$ cat src/rtl/prsc_period_meter.sv
// Period meter for a prescaler tick stream: counts clkIn cycles between
// rising edges of tickIn and hands each period to a consumer via valid/ack.
module prsc_period_meter #(
    parameter int CNT_WIDTH = 16
) (
    input  logic                 clkIn,
    input  logic                 reset,
    input  logic                 tickIn,
    output logic [CNT_WIDTH-1:0] period_out,
    output logic                 period_valid,
    input  logic                 period_ack,
    output logic                 overrun,
    output logic                 timeout
);

    localparam logic ST_IDLE = 1'b0;
    localparam logic ST_MEAS = 1'b1;

    localparam logic [CNT_WIDTH-1:0] CNT_ONE = {{(CNT_WIDTH-1){1'b0}}, 1'b1};

    logic                 state;
    logic                 tick_d;
    logic [CNT_WIDTH-1:0] cnt;

    logic edge_det;
    logic cnt_max;
    logic res_vld;
    logic take_ack;
    logic accept;
    logic drop;

    assign edge_det = tickIn & ~tick_d;
    assign cnt_max  = &cnt;
    assign res_vld  = (state == ST_MEAS) & edge_det;
    assign take_ack = period_valid & period_ack;
    // A result lands if the output slot is free or is being emptied now
    assign accept   = res_vld & (~period_valid | period_ack);
    assign drop     = res_vld & period_valid & ~period_ack;

    always_ff @(posedge clkIn) begin
        if (reset) begin
            state   <= ST_IDLE;
            tick_d  <= 1'b0;
            cnt     <= '0;
            timeout <= 1'b0;
        end else begin
            tick_d <= tickIn;
            case (state)
                ST_IDLE: begin
                    if (edge_det) begin
                        cnt     <= CNT_ONE;
                        state   <= ST_MEAS;
                        timeout <= 1'b0;
                    end
                end
                ST_MEAS: begin
                    if (edge_det) begin
                        cnt <= CNT_ONE;
                    end else if (cnt_max) begin
                        // Stream stalled: give up rather than wrap
                        state   <= ST_IDLE;
                        timeout <= 1'b1;
                    end else begin
                        cnt <= cnt + CNT_ONE;
                    end
                end
                default: state <= ST_IDLE;
            endcase
        end
    end

    always_ff @(posedge clkIn) begin
        if (reset) begin
            period_out   <= '0;
            period_valid <= 1'b0;
            overrun      <= 1'b0;
        end else begin
            if (accept) begin
                period_out   <= cnt;
                period_valid <= 1'b1;
            end else if (take_ack) begin
                period_valid <= 1'b0;
            end
            if (drop) begin
                overrun <= 1'b1;
            end else if (take_ack) begin
                overrun <= 1'b0;
            end
        end
    end

endmodule

$ cat config.mk
export PLATFORM = sky130hd
export DESIGN_NAME = prsc_period_meter
export DESIGN_NICKNAME = d
export VERILOG_FILES = /design/src/rtl/prsc_period_meter.sv
export SDC_FILE = /design/constraint.sdc
export NUM_CORES = 1
export LEC_CHECK = 0
export CAP_MARGIN = 25
export CORE_UTILIZATION = 30
export DETAILED_ROUTE_END_ITERATION = 10
export PLACE_DENSITY = 0.54
export SYNTH_ARGS = -nofsm -noshare
export SYNTH_HDL_FRONTEND = slang
export SYNTH_SLANG_ARGS = --single-unit
export TNS_END_PERCENT = 100
$ cat constraint.sdc
create_clock -name clkIn -period 1.61 [get_ports clkIn]
set_input_delay 0.2415 -clock clkIn [delete_from_list [all_inputs] [get_ports clkIn]]
set_output_delay 0.2415 -clock clkIn [all_outputs]
set_load 0.03 [all_outputs]
==> results.md <==
* share of Yosys cell area claimed by the top area cell type: 46.11%
* path class of the lowest-slack min-delay path: reg2reg
* DRC Markers: 0
* TritonCTS clock tree: yes
* post-synthesis share of cell area spent on xor and xnor gates: 0%
* Post-DRT Antenna Nets: 0
* clock sink count: 37
* Die Y-Extent: 75.18 µm
* proportion of synthesized area in mux cells: 3.193%
* remaining max-slew budget at the tightest pin: 76.95%
* Worst Tran Pin Value: 0.3422 ns
* effective utilization at floorplan: 31.26%
* highest-utilization routing layer at the global route stage: met2
* number of endpoints with negative hold slack in the final report: 0
* mean post-synth cell area: 8.239 µm²
* largest net degree at the start of global routing: 22
* reg2reg setup slack: 0.06 ns
* final clock period utilization by the worst path: 96.25%
* total negative slack for setup checks: 0 ns
* core area: 5140 µm²
* detailed-placement wirelength estimate: 2.963 mm
* routing usage on met2: 25.53%
* unrepaired setup endpoints after global routing: true
* cell types occupying the most area after synthesis: dfxtp_1, nand2_1, a21oi_1
* Cell Rows: 26
* number of clock buffers inserted by TritonCTS: 5
* number of instances in the synthesized netlist: 195
* Clk Latency, worst-skew pair: 0.29 ns
* Synth warnings: 0
* antenna violations before repair: 0
* Clock Pin Slew Worst Setup and Hold Paths: 0.07 ns
* cell accounting for the most synthesized area: dfxtp_1
* number of top-level pins: 23
* proportion of layout cells with a drive suffix above 1: 23.74%
* Cell variety after synth: 35
* global-route usage over all layers: 16.17%
* sort of element at the end of the critical path: flop
* maximum operating frequency: 645.3 MHz
* nature of the critical path startpoint: flop
* Synth Net Count: 200
* flip-flop and latch count after synthesis: 37
* synth-to-layout area growth: 44.70%
* Post-CTS Setup Bufs: 0
* Max rail drop VDD: 271.6 µV
* post-synthesis instance area: 1607 µm²
* post-DR vias/cell: 4.807
* vias in the first global route: 1,465
* placer's final routability congestion estimate: 0.7566
* type of the worst setup path: reg2reg
* Die Footprint: 5652 µm²
* Max Slew Vio Count: 0
* sequential-to-total area share from yosys stat: 46.11%
* combinational family with the most area after synthesis: simple AND/OR/NAND/NOR gates
* power density over the cells: 732.4 nW/µm²
* layout filler cell count: 555
* Core Util, Final: 45.23%
* buffer type at the clock tree root: clkbuf_8
* Leakage: 0.8808 nW
* Min-Delay Path Depth: 2
* global-route wire length before repair: 6.727 mm
* detailed-routing iteration count for the pre-antenna-repair pass: 4
* Buffers on Ports: 22
* via count: 1,572
* Longest Clk Path Bufs: 2
* synthesized-area fraction occupied by and/or/nand/nor cells: 28.50%
* CTS H-tree depth: 2
* synthesized-area fraction occupied by ao, oa, aoi and oai cells: 17.29%
* data required time of the worst path: 1.81 ns
* setup violation total in the final timing report: 0
* worst hold slack: 0.4529 ns
* data arrival time of the critical path: 1.75 ns
* post-DR wirelength/cell: 12.53 µm
* path depth of the worst reg2reg path: 5
* count of placed standard cells including taps: 320
* floorplan die width: 75.18 µm
* PnR Total Power: 1.703 mW
* maximum net fanout on the critical path: 8
* final net count: 262
* Routed Wire Length: 4.098 mm
* Max Cap Violations: 0
* global route overflow: 0
* Antenna Cells: 0
* result of the run: finished, final reports clean
* global routing usage on met3: 4.284%
* adder-cell share of the synthesized area: 0.7788%
* clock period minus final worst setup slack: 1.550 ns
* final worst clock skew: 0.006939 ns
* final instance count without filler cells: 327
* met1 layer usage reported by global route: 20.60%
* drt initial violations: 49
[area by class of cell]
class                   count  area (µm²)  share of cell area (%)
clock buffers               7       86.33                   3.714
multi-input cells         142       824.5                   35.47
flip-flops and latches     37       742.0                   31.92
repair buffers             66       565.5                   24.33
inverters                   5       18.77                  0.8073
well taps                  70       87.58                   3.767
[kinds of logic (layout without fill, tap and decap cells)]
kind of cell	count (synthesis)	in the layout
and+or+nand+nor	90	90
DFF	37	37
AOI/OAI and AO/OA	46	46
buffers and inverters	16	78
adders and majority gates	1	1
muxes	5	5
[final timing paths]
path / start / to
worst max-delay path: cnt[4] / cnt[3]
worst min-delay path: period_out[4] / period_out[4]
worst max register to register: cnt[4] / cnt[3]
worst min register to register: period_out[4] / period_out[4]
[metrics by stage]
stage | instance area (µm²) | worst slack [ns]
6_report | 2325 | 0.06045
5_1_grt | 2325 | -0.08282
4_1_cts | 2296 | 0.01788
3_5_place_dp | 2210 | -0.04777
3_3_place_gp | 2210 | 0.02524
2_1_floorplan | 1607 | 0.009967
[metal layers]
| layer | routed length (µm) | vias up |
|---|---|---|
| li1 | - | 822 |
| met1 | 2022 | 717 |
| met2 | 1881 | 26 |
| met3 | 121 | 7 |
| met4 | 72 | 0 |
| met5 | 0 | - |
[synth_stat cells (all sizes together)]
library cell,count
a41oi,1
and3,4
mux2i,4
or4,3
nor2b,3
nand3,7
o211ai,1
inv,5
a311oi,1
nor4,5
nor3,2
buf,3
clkbuf,8
or3,1
o41ai,2
o21ai,4
dfxtp,37
a211oi,4
nand4,4
nand2b,3
and4,1
a31oi,1
ha,1
o31ai,1
a21oi,28
o311ai,1
mux2,1
a2111o,2
nand2,46
nor4b,1
or2,2
nor2,8
[timing repair]
action | CTS | global route
hold buffers | 0 | 0
gates resized for setup | 0 | 8
setup endpoints to repair | 0 | 9
[flip-flops by register name, indices dropped and copies added, names as in the netlist]
name,count
state,1
timeout,1
period_valid,1
cnt,16
period_out,16
tick_d,1
overrun,1
[critical path, cell delays in order (launching register included)]
cell      delay (ns)
dfxtp_1         0.31
and3_2          0.26
and3_1          0.23
buf_4           0.17
a2111o_1        0.40
o21ai_0         0.09
[cells in the final DEF (no fill, tap or decap), drive strengths merged, types with 5 or more instances in the layout]
| cell | instances |
|---|---|
| nand2 | 46 |
| nor2 | 8 |
| dfxtp | 37 |
| nor4 | 5 |
| buf | 44 |
| a21oi | 28 |
| inv | 5 |
| clkbuf | 7 |
| nand3 | 7 |
| clkdlybuf4s50 | 21 |
[power breakdown]
part / switching [mW] / leakage [nW] / total [mW] / internal, mW
Combinational: 0.0721 / 0.537 / 0.131 / 0.0585
Sequential: 0.00558 / 0.299 / 0.930 / 0.924
Clock: 0.303 / 0.0443 / 0.642 / 0.339
Total: 0.381 / 0.881 / 1.70 / 1.32
Note: power is estimated with default switching activity, not from simulation.
